--- config.mk ---
export PLATFORM = sky130hd
export DESIGN_NAME = control_envio
export DESIGN_NICKNAME = d
export VERILOG_FILES = /design/src/rtl/control_envio_pkg.sv /design/src/rtl/control_envio_divisor_scl.sv /design/src/rtl/control_envio.sv
export SDC_FILE = /design/constraint.sdc
export NUM_CORES = 1
export LEC_CHECK = 0
export ABC_AREA = 1
export BUFFER_PORTS_ARGS = -buffer_cell sky130_fd_sc_hd__buf_2
export CORE_ASPECT_RATIO = 0.75
export CORE_UTILIZATION = 51
export DETAILED_ROUTE_END_ITERATION = 6
export MAX_ROUTING_LAYER = met4
export PLACE_DENSITY = 0.74
export SYNTH_ARGS = -nofsm -noshare
export SYNTH_HDL_FRONTEND = slang
export SYNTH_SLANG_ARGS = --single-unit
export TNS_END_PERCENT = 100
--- constraint.sdc ---
create_clock -name clk1 -period 1.6 [get_ports clk1]
set_clock_uncertainty 0.1 [all_clocks]
set_input_delay 0.08 -clock clk1 [delete_from_list [all_inputs] [get_ports clk1]]
set_output_delay 0.08 -clock clk1 [all_outputs]
set_load 0.05 [all_outputs]
--- src/rtl/control_envio_pkg.sv ---
// rtl/control_envio_pkg.sv - shared state encoding, frame width and default timing for control_envio
package control_envio_pkg;

    localparam logic [2:0] ST_IDLE    = 3'd0;
    localparam logic [2:0] ST_START   = 3'd1;
    localparam logic [2:0] ST_BIT_LO  = 3'd2;
    localparam logic [2:0] ST_BIT_HI  = 3'd3;
    localparam logic [2:0] ST_STOP_LO = 3'd4;
    localparam logic [2:0] ST_STOP_HI = 3'd5;

    localparam int DIV_DEFAULT     = 4;
    localparam int NB_DEFAULT      = 3;
    localparam int FRAME_W_DEFAULT = NB_DEFAULT + 1;

    // Frame carries a one-bit source id ahead of the NB-bit data word.
    function automatic int frame_width(input int nb);
        return nb + 1;
    endfunction

endpackage

--- src/rtl/control_envio_divisor_scl.sv ---
// rtl/control_envio_divisor_scl.sv - per-state phase counter, ticks on the last cycle of a phase
module divisor_scl #(
    parameter int DIV = 4
) (
    input  logic clk1,
    input  logic reset1,
    input  logic load,
    output logic tick
);

    localparam logic [7:0] RELOAD = 8'(DIV - 1);

    logic [7:0] cnt_q;
    logic [7:0] cnt_d;

    always_comb begin
        cnt_d = cnt_q;
        if (load) begin
            cnt_d = RELOAD;
        end else if (cnt_q != 8'd0) begin
            cnt_d = cnt_q - 8'd1;
        end
    end

    always_ff @(posedge clk1 or negedge reset1) begin
        if (!reset1) begin
            cnt_q <= 8'd0;
        end else begin
            cnt_q <= cnt_d;
        end
    end

    assign tick = (cnt_q == 8'd0);

endmodule

--- src/rtl/control_envio.sv ---
// rtl/control_envio.sv - round-robin two-source serial frame sender with start/stop conditions
module control_envio
    import control_envio_pkg::*;
#(
    parameter int DIV = DIV_DEFAULT,
    parameter int NB  = NB_DEFAULT
) (
    input  logic          clk1,
    input  logic          reset1,
    input  logic          req0,
    input  logic [NB-1:0] data0,
    input  logic          req1,
    input  logic [NB-1:0] data1,
    output logic          ack0,
    output logic          ack1,
    output logic          busy,
    output logic          done,
    output logic          sda,
    output logic          scl
);

    localparam int FW = frame_width(NB);
    localparam int IW = (NB < 1) ? 1 : $clog2(NB + 1);

    logic [2:0]    state_q, state_d;
    logic [FW-1:0] frame_q, frame_d;
    logic [IW-1:0] idx_q, idx_d;
    logic          prio_q, prio_d;
    logic          ack0_q, ack0_d;
    logic          ack1_q, ack1_d;
    logic          busy_q, busy_d;
    logic          done_q, done_d;
    logic          sda_q, sda_d;
    logic          scl_q, scl_d;
    logic          load;
    logic          tick;
    logic          grant;
    logic          pick1;

    divisor_scl #(.DIV(DIV)) u_divisor_scl (
        .clk1   (clk1),
        .reset1 (reset1),
        .load   (load),
        .tick   (tick)
    );

    always_comb begin
        state_d = state_q;
        frame_d = frame_q;
        idx_d   = idx_q;
        prio_d  = prio_q;
        load    = 1'b0;
        grant   = 1'b0;
        pick1   = 1'b0;
        case (state_q)
            ST_IDLE: begin
                if (req0 || req1) begin
                    // prio_q set means source 1 wins a tie; a lone request always wins
                    pick1   = req1 && (!req0 || prio_q);
                    grant   = 1'b1;
                    frame_d = pick1 ? {1'b1, data1} : {1'b0, data0};
                    prio_d  = !pick1;
                    idx_d   = '0;
                    state_d = ST_START;
                    load    = 1'b1;
                end
            end
            ST_START: begin
                if (tick) begin
                    state_d = ST_BIT_LO;
                    load    = 1'b1;
                end
            end
            ST_BIT_LO: begin
                if (tick) begin
                    state_d = ST_BIT_HI;
                    load    = 1'b1;
                end
            end
            ST_BIT_HI: begin
                if (tick) begin
                    load = 1'b1;
                    if (idx_q == IW'(NB)) begin
                        state_d = ST_STOP_LO;
                    end else begin
                        idx_d   = idx_q + 1'b1;
                        frame_d = {frame_q[FW-2:0], 1'b0};
                        state_d = ST_BIT_LO;
                    end
                end
            end
            ST_STOP_LO: begin
                if (tick) begin
                    state_d = ST_STOP_HI;
                    load    = 1'b1;
                end
            end
            ST_STOP_HI: begin
                if (tick) begin
                    state_d = ST_IDLE;
                end
            end
            default: state_d = ST_IDLE;
        endcase
    end

    // Line levels are derived from the next state so every output is a flop
    always_comb begin
        ack0_d = grant && !pick1;
        ack1_d = grant && pick1;
        busy_d = (state_d != ST_IDLE);
        done_d = (state_q == ST_STOP_HI) && tick;
        scl_d  = 1'b1;
        sda_d  = 1'b1;
        case (state_d)
            ST_START:   begin scl_d = 1'b1; sda_d = 1'b0;          end
            ST_BIT_LO:  begin scl_d = 1'b0; sda_d = frame_d[FW-1]; end
            ST_BIT_HI:  begin scl_d = 1'b1; sda_d = sda_q;         end
            ST_STOP_LO: begin scl_d = 1'b0; sda_d = 1'b0;          end
            ST_STOP_HI: begin scl_d = 1'b1; sda_d = 1'b0;          end
            default:    begin scl_d = 1'b1; sda_d = 1'b1;          end
        endcase
    end

    always_ff @(posedge clk1 or negedge reset1) begin
        if (!reset1) begin
            state_q <= ST_IDLE;
            frame_q <= '0;
            idx_q   <= '0;
            prio_q  <= 1'b0;
            ack0_q  <= 1'b0;
            ack1_q  <= 1'b0;
            busy_q  <= 1'b0;
            done_q  <= 1'b0;
            sda_q   <= 1'b1;
            scl_q   <= 1'b1;
        end else begin
            state_q <= state_d;
            frame_q <= frame_d;
            idx_q   <= idx_d;
            prio_q  <= prio_d;
            ack0_q  <= ack0_d;
            ack1_q  <= ack1_d;
            busy_q  <= busy_d;
            done_q  <= done_d;
            sda_q   <= sda_d;
            scl_q   <= scl_d;
        end
    end

    assign ack0 = ack0_q;
    assign ack1 = ack1_q;
    assign busy = busy_q;
    assign done = done_q;
    assign sda  = sda_q;
    assign scl  = scl_q;

endmodule

==> results by group <==
Pwr
  • Leak Pwr: just under 0.9 nW
  • Clock network power share: 11.5%
  • Reg power frac: 35.2%
  • Internal Dissipation: around 1.5 mW
  • Net switching power: 1.25 mW
  • Total power after layout: about 2.8 mW
  • Sw Share: between 40% and 50%
  • Power per cell area: between 1500 and 2000 mW/mm²
  • Logic gate share of total power: between 50% and 60%
  • IR Drop Worst-Case VDD: between 1000 and 1500 µV

Setup path
  • Crit Path Category: register to register
  • CP max stage cell: dfrtp_1
  • Start point of the critical path: u_divisor_scl.cnt_q[0]
  • Delay of the slowest critical-path stage: roughly 420 ps
  • Internal reg-to-reg setup slack: -5 ps
  • Kind of capture point of the worst setup path: register
  • Critical register-to-register path startpoint: u_divisor_scl.cnt_q[0]
  • Required @ worst endpoint: between 1500 and 2000 ps
  • Critical register-to-register path endpoint: sda
  • Worst Setup Start Kind: register
  • Endpoint of the most critical setup path: sda
  • Data arrival, critical path: ~1800 ps
  • CP cell instances: inv_2 > ha_4 > buf_6 > nand2_4 > nor2_8 > nand2_2 > nand2_2 > nand2_4 > a21oi_2 > o21ai_1 > nand2_1
  • Maximum fanout count along the critical path: 8
  • Worst R2R Path Depth: 11

Clock network
  • Clock tree root buffer cell: clkbuf_4
  • Maximum clock path buffer count: 2
  • Number of clock buffers inserted by TritonCTS: 3
  • Deepest level of the CTS H-tree: 1
  • Clock Sinks: 24
  • CTS clock-pin slew for the worst setup and hold paths: 130 ps
  • Clock tree from TritonCTS: built
  • Clock Latency Late Sink: between 300 and 400 ps

Floorplan
  • Die width: around 60 µm
  • Die Footprint: around 0.0028 mm²
  • Vert. Die Dim: about 46 µm
  • Placeable core region: ~0.0024 mm²
  • Number of I/O pins: 16
  • Starting density of the core: ~55%
  • Standard-cell row count: 15

GRT
  • Total global routing overflow: 0
  • Via count of the first global-routing pass: approximately 1000
  • Wire length of the first global-routing pass: roughly 4.5 mm
  • Global-route usage over all layers: approximately a quarter
  • Number of antenna violations at the first check in global routing: 0
  • Pin count of the biggest net entering global routing: 25

Detailed routing
  • DRT Pass-1 Iters: 4
  • DRC violations left: 0
  • Number of vias in the routed layout: 1190
  • Wire length reported by the detailed router: slightly below 3 mm
  • Vias per cell: just over 5
  • Highest metal layer used by the detailed router: met4
  • Detailed-routing wirelength on met1: 1.36 mm
  • Post-route ant nets: 0
  • Met3 routed WL: approximately 130 µm
  • Routed met2 length: roughly 1.5 mm
  • Iter 0 DRT Violations: between 40 and 50
  • Average wire per cell in the routed design: approximately 13 µm

Timing
  • Final period util: 100%
  • Final setup vio count: 1
  • Minimum period implied by the final worst setup slack: between 1500 and 2000 ps
  • Actual transition at the worst max-transition pin: ~520 ps
  • Achievable Freq: ~620 MHz
  • Tightest slew margin relative to the limit: 65.2%
  • Fin worst setup slack: -4.77 ps
  • Count of endpoints failing hold in the final timing report: 0
  • Max-slew violation count: 0
  • Unrepaired setup endpoints after global routing: yes

Synth
  • Synthesized flop and latch total: 24
  • Number of nets in the synthesized netlist: 172
  • Share of the yosys chip area belonging to registers: between 40% and 50%
  • Number of different library cells in the post-synthesis netlist: 28
  • Mean post-synth cell area: roughly 8.2 µm²
  • Synthesized area: between 0.001 and 0.0015 mm²
  • Number of warning messages in the yosys log: 0
  • Cell count after synthesis: between 150 and 200

Job
  • Reported max-cap violation count: 0

Placement
  • Placer Congestion: 0.893
  • PortBufs: 15
  • Post-detail-place hpwl: between 1.5 and 2 mm

Status
  • Violations in the final reports: negative setup slack
  • Result of the run: finished with violations

Layout
  • Area used by multi-input combinational logic: around 660 µm²
  • NumNets Final: roughly 210
  • Fraction of layout instances using a drive strength above 1: between 30% and 40%
  • Area growth from synthesis to layout: 30.1%
  • Antenna diode instance count: 0
  • Finished Core Util: a little under three quarters
  • Fillcell total: between 150 and 200
  • Area of all sequential standard cells: between 600 and 700 µm²

Min path
  • Worst min path class: input pin to register
## logic make-up (layout without fill, tap and decap cells)
| kind of cell | Yosys count | in the layout | share of synthesized area [%] |
|---|---|---|---|
| XOR/XNOR | 2 | 2 | 1.35 |
| AND/OR/NAND/NOR | 84 | 84 | 32.3 |
| adder cells (fa/ha/maj) | 3 | 3 | 2.88 |
| buffers and inverters | 24 | 64 | 7.01 |
| flip-flops | 24 | 24 | 46.3 |
| AO/OA/AOI/OAI | 22 | 22 | 10.2 |
## sequential cells by signal (all words and copies together) (netlist names)
register and count:
u_divisor_scl.cnt_q 8, ack0 1, busy 1, sda 1
state_q 3, done 1, idx_q 2, prio_q 1
scl 1, ack1 1, frame_q 4
## power by group through the flow
stage                     sequential, mW  combinational [mW]  clock (mW)
after floorplan                     1.07               0.834           0
after global placement             0.974                1.22           0
after detailed placement           0.983                1.27           0
after CTS                          0.972                1.37       0.329
after global routing                1.01                1.65       0.352
final                              0.982                1.49       0.320
## cell type report
class,count,share of cell area (%)
multi-input combinational,111,39.0
clock buffer,4,2.14
timing repair buffer,37,15.6
tap,34,2.51
inverter,23,5.10
sequential,24,35.7
## repair_timing
item / in CTS / in global routing
setup buffers: 4 / 4
pin swaps: 2 / 7
endpoints found under the setup margin: 15 / 16
cloned: 0 / 0
hold buffers: 8 / 0
endpoints found under the hold margin: 29 / 0
resized for setup: 5 / 15
## per-stage QoR
step	instances	cell area, µm²	setup WS (ps)	TNS (ps)	hold WS, ps
6_report	233	1690	-4.77	-4.77	12.2
3_3_place_gp	213	1460	1.70	0	-19.2
2_1_floorplan	159	1300	23.7	0	-316
5_1_grt	233	1690	-61.9	-210	16.8
3_5_place_dp	213	1460	-38.7	-195	-16.0
4_1_cts	229	1620	5.02	0	3.45
## Yosys cell counts
cell	number	share of area, %
o21ai_0	10	3.8
buf_2	1	0.38
o21ai_2	2	1.3
a21oi_2	1	0.67
dfstp_2	2	4.0
nor2_8	1	1.5
inv_2	5	1.4
inv_1	18	5.2
nand2_2	4	1.9
a21boi_1	1	0.58
a22oi_1	1	0.58
ha_1	3	2.9
nand2_1	38	11
xor2_1	2	1.3
a21oi_1	3	1.2
nand2_4	3	2.6
o21ai_1	2	0.77
nand3_2	1	0.77
nand3b_1	2	1.2
nand4_1	3	1.4
nor2_2	4	1.9
a32oi_1	1	0.67
a21o_1	1	0.58
nor3_1	4	1.5
dfrtp_1	22	42
nor2_4	1	0.86
nor2_1	13	3.7
nand3_1	10	3.8
## per-layer routing
metal / GRT usage (%) / vias up
met5: - / -
met3: 6.53 / 4
met1: 32.2 / 570
li1: - / 590
met4: 5.12 / 0
met2: 36.0 / 26
## worst min path at each step
stage | cells after the start | start | slack, ps | end
after global routing | 4 | req0 | 20 | ack1
final | 4 | req0 | 10 | ack1
after detailed placement | 1 | reset1 | -20 | busy
after floorplan | 0 | reset1 | -320 | ack0
after global placement | 1 | reset1 | -20 | state_q[1]
after CTS | 4 | req0 | 3 | ack1
## cells in the final DEF, fill, tap and decap left out, types with 2 or more instances in the layout
master,Yosys,final
nor2_4,1,2
clkbuf_4,0,3
o21ai_2,2,4
nor3_1,4,3
buf_2,1,15
inv_1,18,16
o21ai_0,10,7
a21oi_1,3,3
nand3b_1,2,2
inv_2,5,7
nand4_1,3,3
o21ai_1,2,3
nand3_2,1,2
nand3_1,10,9
dfrtp_1,22,21
nor2_2,4,6
nand2_2,4,4
nor2_1,13,10
buf_4,0,13
dfstp_2,2,2
nand2_1,38,37
dlygate4sd3_1,0,8
xor2_1,2,2
nand2_4,3,4
## critical path: cells and delay by family, from the launching register on
kind | cells | cell delay, ps
buf+inv | 2 | 180
simple gates | 6 | 540
fa+ha+maj | 1 | 130
compound gates | 2 | 190
flops | 1 | 420
Power figures use the tool's default switching activity.
